[src/rtl/parameterized_counter.sv]
// Saturating up/down counter with synchronous reset load; one-cycle latency, no handshake.
// Define PARAMETERIZED_COUNTER_WRAP_EN to make both ends wrap around instead of saturate.
module parameterized_counter #(
  parameter int WIDTH = 8
) (
  input  logic             clk,
  input  logic             rst_n,
  input  logic             up,
  input  logic             down,
  input  logic [WIDTH-1:0] initial_value,
  output logic [WIDTH-1:0] count,
  output logic             at_max,
  output logic             at_min
);

  localparam logic [WIDTH-1:0] MAX_VAL = '1;
  localparam logic [WIDTH-1:0] MIN_VAL = '0;
  localparam logic [WIDTH-1:0] ONE     = {{(WIDTH-1){1'b0}}, 1'b1};

  logic [WIDTH-1:0] count_next;

  // up and down together cancel out and hold the count
  always_comb begin
    count_next = count;
    if (up && !down) begin
      if (count != MAX_VAL) begin
        count_next = count + ONE;
      end else begin
`ifdef PARAMETERIZED_COUNTER_WRAP_EN
        count_next = MIN_VAL;
`else
        count_next = MAX_VAL;
`endif
      end
    end else if (down && !up) begin
      if (count != MIN_VAL) begin
        count_next = count - ONE;
      end else begin
`ifdef PARAMETERIZED_COUNTER_WRAP_EN
        count_next = MAX_VAL;
`else
        count_next = MIN_VAL;
`endif
      end
    end
  end

  always_ff @(posedge clk) begin
    if (!rst_n) begin
      count <= initial_value;
    end else begin
      count <= count_next;
    end
  end

  assign at_max = (count == MAX_VAL);
  assign at_min = (count == MIN_VAL);

endmodule

[config.mk]
export PLATFORM = sky130hd
export DESIGN_NAME = parameterized_counter
export DESIGN_NICKNAME = d
export VERILOG_FILES = /design/src/rtl/parameterized_counter.sv
export SDC_FILE = /design/constraint.sdc
export NUM_CORES = 1
export LEC_CHECK = 0
export ABC_AREA = 1
export CORE_MARGIN = 2
export CORE_UTILIZATION = 52
export CTS_CLUSTER_SIZE = 16
export DETAILED_ROUTE_END_ITERATION = 8
export DONT_BUFFER_PORTS = 1
export PLACE_DENSITY = 0.7
export SYNTH_ARGS = -nofsm -noshare
export SYNTH_HDL_FRONTEND = slang
export SYNTH_SLANG_ARGS = --single-unit
[constraint.sdc]
create_clock -name clk -period 1.5 [get_ports clk]
set_input_delay 0.225 -clock clk [delete_from_list [all_inputs] [get_ports clk]]
set_output_delay 0.225 -clock clk [all_outputs]
set_load 0.05 [all_outputs]
==> results.py, run 1 <==
metrics = {
    "status": {
        "violations": "negative setup slack",
        "outcome": "finished, violations left",
    },
    "placement": {
        "place_ws_ns": -0.1184,
        "hpwl_mm": 1.906,
        "io_buffers": 0,
        "gp_congestion": 0.9365,
    },
    "timing": {
        "clock.fmax_mhz": 602.5,
        "grt_setup_unrepaired": "true",
        "worst_slew_pin_slew_ns": 0.3653,
        "period_minus_slack_ns": 1.660,
        "max_slew_margin_pct": 75.59,
        "fin_crit_sh_pct": 110.7,
        "fin_setup_tns_ns": -0.7181,
        "whs_ns": 0.1455,
        "setup_ws_ns": -0.1598,
        "setup_viol": 8,
        "report.final.slew_viol_count": 0,
        "hold_violations": 0,
        "finalClockSkew_ns": 0.005185,
    },
    "drt": {
        "first_pass_iters": 4,
        "ant_nets": 0,
        "vias": 1005,
        "vias_per_cell": 5.615,
        "wl_mm": 2.578,
        "drt_iter0_markers": 66,
        "wl_per_cell_um": 14.40,
        "remaining_drc_errors": 0,
    },
    "min_path": {
        "hp-class": "input port to flop",
        "whs_path_depth": 2,
    },
    "cells_and_area": {
        "drive_gt1_share_pct": 35.58,
        "largest_reg_flops": 8,
        "max_flop_register": "count",
        "fin_util_pct": 79.57,
        "num-nets-final": 180,
        "mostFrequentLayoutCells": "nand2_1, buf_4, inv_1",
        "insertedDiodeCount": 0,
        "fill_cells": 93,
        "syn_to_final_growth_pct": 41.93,
        "final_common_cell": "nand2_1",
        "largestRegisters": "count x8",
    },
    "synthesis": {
        "synthesis.area_um2": 844.6,
        "synth_nets": 148,
        "synthMuxAreaShare_pct": 0,
        "synth-seq-cells": 8,
        "yosys_warnings": 0,
        "yosys.area_share.simple_pct": 46.81,
        "synth-adder-area-share_pct": 4.444,
        "avgSynthCellArea_um2": 6.350,
        "synth_top_cell_area_share_pct": 28.44,
        "seq_area_frac_synth_pct": 28.44,
        "synth_area_leaders": "edfxtp_1, nand2_1, inv_1",
        "yosysTopAreaCell": "edfxtp_1",
        "synth_top_family_by_area": "simple AND/OR/NAND/NOR gates",
        "synth-compound-area-share_pct": 7.704,
        "yosys.cell_types.count": 19,
        "synth_xor_area_share_pct": 2.074,
        "synth_cells": 133,
    },
    "critical_path": {
        "reg2reg_depth": 9,
        "crit_family": "flip-flops",
        "required_ns": 1.27,
        "crit_type": "flop to output port",
        "crit_path_top_delay_cell": "edfxtp_1",
        "crit_chain": "inv_1, ha_4, nand3_4, nor2_4, buf_6",
        "cp.buffers_inverters": 2,
        "worstSetupEndpointType": "output port",
        "cp.depth": 5,
        "cp_slowest_stage_delay_ns": 0.44,
        "critPathLaunchType": "flop",
        "critPathMaxFanout": 3,
        "crit_arrival_ns": 1.43,
    },
    "global_route": {
        "grt_antenna_before_repair": 0,
        "grt_first_pass_wirelength_mm": 4.264,
        "grtUsageTotal_pct": 30.41,
        "gr-total-overflow": 0,
        "grt_max_degree": 13,
        "grt_pass1_vias": 992,
    },
    "power": {
        "finalPower_mw": 1.027,
        "vdd_ir_drop_max_mv": 0.6034,
        "power_density_nw_per_um2": 856.5,
        "p_leak_nw": 0.6094,
    },
    "clock_network": {
        "clk_pin_slew_ns": 0.06,
        "cts.sinks": 8,
        "cts_buffer_depth": 2,
        "cts_root_buf": "clkbuf_4",
        "htreeDepth": 1,
        "numCtsBuffers": 3,
        "tritoncts": "yes",
        "clk_latency_ns": 0.26,
    },
    "floorplan": {
        "die_w_um": 44.30,
        "die_area_um2": 1962,
        "start_util_pct": 56.06,
        "core_area_um2": 1506,
        "io_pins": 22,
        "die_h_um": 44.30,
        "row_count": 14,
    },
    "flow_run": {
        "max_cap_violations": 0,
    },
}
## worst paths after layout
check                start  endpoint  slack, ns
hold reg to reg   count[7]  count[7]       0.85
setup reg to reg  count[1]  count[4]      -0.10
hold / removal       rst_n  count[6]       0.15
setup / recovery  count[1]    at_min      -0.16
## layout make-up
class                   count  area (um2)  share of cell area [%]
multi-input cells         102       599.3                   50.00
flip-flops and latches      8       240.2                   20.04
repair buffers             29       234.0                   19.52
inverters                  21       82.58                   6.889
clock buffers               3       22.52                   1.879
well taps                  16       20.02                   1.670
## through the flow
| step | cell area (um2) | instances |
|---|---|---|
| finish | 1199 | 179 |
| detailed placement | 1065 | 166 |
| global placement | 1065 | 166 |
| floorplan | 905.9 | 133 |
| global route | 1199 | 179 |
| CTS | 1182 | 179 |
## cell usage after synthesis
cell	instances
nand2_1	40
inv_1	21
nor2_1	20
nand3_1	13
edfxtp_1	8
o21ai_0	7
a21oi_1	5
ha_1	3
nor2_4	3
buf_2	2
nor2_2	2
xor2_1	2
nand2_2	1
nand4_1	1
nand4_2	1
nor2_8	1
nor3b_1	1
o21ai_1	1
or2_2	1
## metal layers
| layer | track usage (%) | part of all wire [%] | vias to the layer above |
|---|---|---|---|
| met5 | 0 | 0 | - |
| met4 | 18.18 | 3.7 | 0 |
| met3 | 6.122 | 9.0 | 12 |
| met2 | 49.12 | 49 | 66 |
| met1 | 37.28 | 38 | 445 |
| li1 | - | - | 482 |
## cell families (layout without fill, tap and decap cells)
| kind of cell | after synthesis | in the layout |
|---|---|---|
| AOI/OAI and AO/OA | 13 | 13 |
| xor gates and xnor gates | 2 | 2 |
| adders and majority gates | 3 | 3 |
| buffers and inverters | 23 | 53 |
| DFF | 8 | 8 |
| and+or+nand+nor | 84 | 84 |
## power by group
part | switching (mW) | internal [mW]
Clock | 0.0807 | 0.0921
Sequential | 0.0415 | 0.285
Combinational | 0.326 | 0.201
## timing repair
action | 4_1_cts | 5_1_grt
endpoints found under the setup margin | 7 | 10
resized for setup | 8 | 4
hold endpoints to repair | 0 | 0
pin swaps | 5 | 0
buffers inserted | 10 | 0
hold buffers | 0 | 0
(Power assumes the default switching activity.)
==> run 2: changes to the inputs <==
--- a/config.mk
+++ b/config.mk
@@ -11,7 +11,7 @@
 export CTS_CLUSTER_SIZE = 16
 export DETAILED_ROUTE_END_ITERATION = 8
 export DONT_BUFFER_PORTS = 1
-export PLACE_DENSITY = 0.7
+export PLACE_DENSITY_LB_ADDON = 0.3
 export SYNTH_ARGS = -nofsm -noshare
 export SYNTH_HDL_FRONTEND = slang
 export SYNTH_SLANG_ARGS = --single-unit
==> run 2 against run 1 <==
Compared with the run above:
- wire length grew 25%
- largest cell class unchanged
- setup slack lost 0.039 ns
- via count grew 6.5%
- largest power group unchanged
- critical path depth is the same
- clock-buffer cell count is the same
- the flow still finishes with violations (negative setup slack)
- sequential share of layout area shrank 1.2 points
- highest routed layer unchanged
==> results.py, run 2 (synthesis gave the netlist of run 1 again) <==
metrics = {
    "placement": {
        "gp_congestion": 0.8933,
        "hpwl_mm": 1.855,
        "io_buffers": 0,
        "dp_cells": 169,
        "postPlaceCellArea_um2": 1087,
    },
    "cells_and_area": {
        "final_common_cell": "nand2_1",
        "drive_gt1_share_pct": 41.67,
        "max_flop_register": "count",
        "syn_to_final_growth_pct": 51.11,
        "largestRegisters": "count x8",
        "num-nets-final": 185,
        "insertedDiodeCount": 0,
        "instances_no_fill": 184,
        "final_area_um2": 1276,
        "largest_reg_flops": 8,
        "fill_cells": 91,
        "fin_util_pct": 84.72,
        "mostFrequentLayoutCells": "nand2_1, buf_4, inv_1, nor2_1",
    },
    "status": {
        "outcome": "finished, violations left",
        "violations": "negative setup slack",
    },
    "floorplan": {
        "die_area_um2": 1962,
        "die_h_um": 44.30,
        "io_pins": 22,
        "die_w_um": 44.30,
        "core_area_um2": 1506,
        "start_util_pct": 56.06,
        "row_count": 14,
    },
    "min_path": {
        "hp-start": "rst_n",
        "hp-class": "input port to flop",
    },
    "timing": {
        "finalClockSkew_ns": 0.004578,
        "setup_viol": 10,
        "hold_violations": 0,
        "worst_slew_pin_slew_ns": 0.3595,
        "period_minus_slack_ns": 1.699,
        "fin_crit_sh_pct": 113.3,
        "clock.fmax_mhz": 588.6,
        "report.final.slew_viol_count": 0,
        "max_slew_margin_pct": 75.97,
        "setup_ws_ns": -0.1988,
        "grt_setup_unrepaired": "true",
    },
    "clock_network": {
        "cts_root_buf": "clkbuf_4",
        "clk_pin_slew_ns": 0.06,
        "cts_buffer_depth": 2,
        "htreeDepth": 1,
        "clk_latency_ns": 0.26,
        "tritoncts": "yes",
        "numCtsBuffers": 3,
        "cts.sinks": 8,
    },
    "critical_path": {
        "cp.buffers_inverters": 2,
        "critPathLaunchType": "flop",
        "cp_slowest_stage_delay_ns": 0.47,
        "required_ns": 1.27,
        "crit_chain": "inv_2, ha_4, nand3_4, nor2_4, buf_6",
        "crit_family": "flip-flops",
        "crit_arrival_ns": 1.47,
        "critPathMaxFanout": 3,
        "worstSetupEndpointType": "output port",
        "r2r_start": "count[0]",
        "crit_type": "flop to output port",
        "crit_start": "count[0]",
        "crit_path_top_delay_cell": "edfxtp_1",
    },
    "drt": {
        "remaining_drc_errors": 0,
        "vias": 1070,
        "wl_per_cell_um": 17.53,
        "first_pass_iters": 5,
        "vias_per_cell": 5.815,
        "ant_nets": 0,
        "drt_iter0_markers": 65,
        "wl_mm": 3.225,
    },
    "global_route": {
        "grtUsageTotal_pct": 31.54,
        "grt_max_degree": 13,
        "grt_first_pass_wirelength_mm": 4.485,
        "grt_pass1_vias": 996,
        "gr-total-overflow": 0,
        "grt_antenna_before_repair": 0,
    },
    "power": {
        "p_leak_nw": 0.6506,
        "vdd_ir_drop_max_mv": 0.6162,
        "power_density_nw_per_um2": 852.6,
    },
    "flow_run": {
        "max_cap_violations": 0,
    },
}
[run 2: cell types whose count changed in the layout (fill, tap and decap cells not counted), sizes merged]
cell	before	now
buf	29	34
[run 2: area by class of cell]
cell class / instances / area [um2] / share of cell area, %
Clock buffer: 3 / 22.52 / 1.765
Inverter: 21 / 82.58 / 6.471
Multi-Input combinational cell: 102 / 628.1 / 49.22
Sequential cell: 8 / 240.2 / 18.82
Tap cell: 16 / 20.02 / 1.569
Timing Repair Buffer: 34 / 282.8 / 22.16
[run 2: path summary, 6_finish.rpt]
| kind | endpoint | slack, ns | cells after the start |
|---|---|---|---|
| max | at_min | -0.20 | 5 |
| min | count[7] | 0.14 | 2 |
| max reg2reg | count[6] | -0.19 | 10 |
| min reg2reg | count[6] | 0.94 | 6 |
[run 2: through the flow]
stage	setup TNS [ns]	hold slack [ns]	worst slack [ns]	power [mW]
final	-1.499	0.1387	-0.1988	1.088
after floorplan	-3.051	0.4106	-0.4340	0.6498
after global placement	0	0.4103	0.005273	0.7871
after detailed placement	-0.1236	0.4109	-0.08637	0.8009
after CTS	-0.7488	0.1425	-0.1411	0.9949
after global routing	-2.019	0.1608	-0.2311	1.133
[run 2: where the power goes]
group / internal [mW] / total, mW / switching, mW / leakage (nW)
Combinational: 0.221 / 0.592 / 0.371 / 0.556
Sequential: 0.285 / 0.322 / 0.0372 / 0.0811
Clock: 0.0922 / 0.174 / 0.0821 / 0.0138
Total: 0.598 / 1.09 / 0.491 / 0.651
[run 2: repair_timing]
item,in CTS,in global routing
buffers inserted,6,6
gates resized for setup,8,17
hold buffers,0,0
pin swaps,8,10
setup endpoints to repair,8,10
gates cloned,0,0
[run 2: metal layers]
metal	vias to the layer above	track usage, %	wire length (um)
met5	-	0	0
met3	18	5.306	315
li1	493	-	-
met1	473	40.98	1258
met4	0	14.55	104
met2	86	51.18	1546
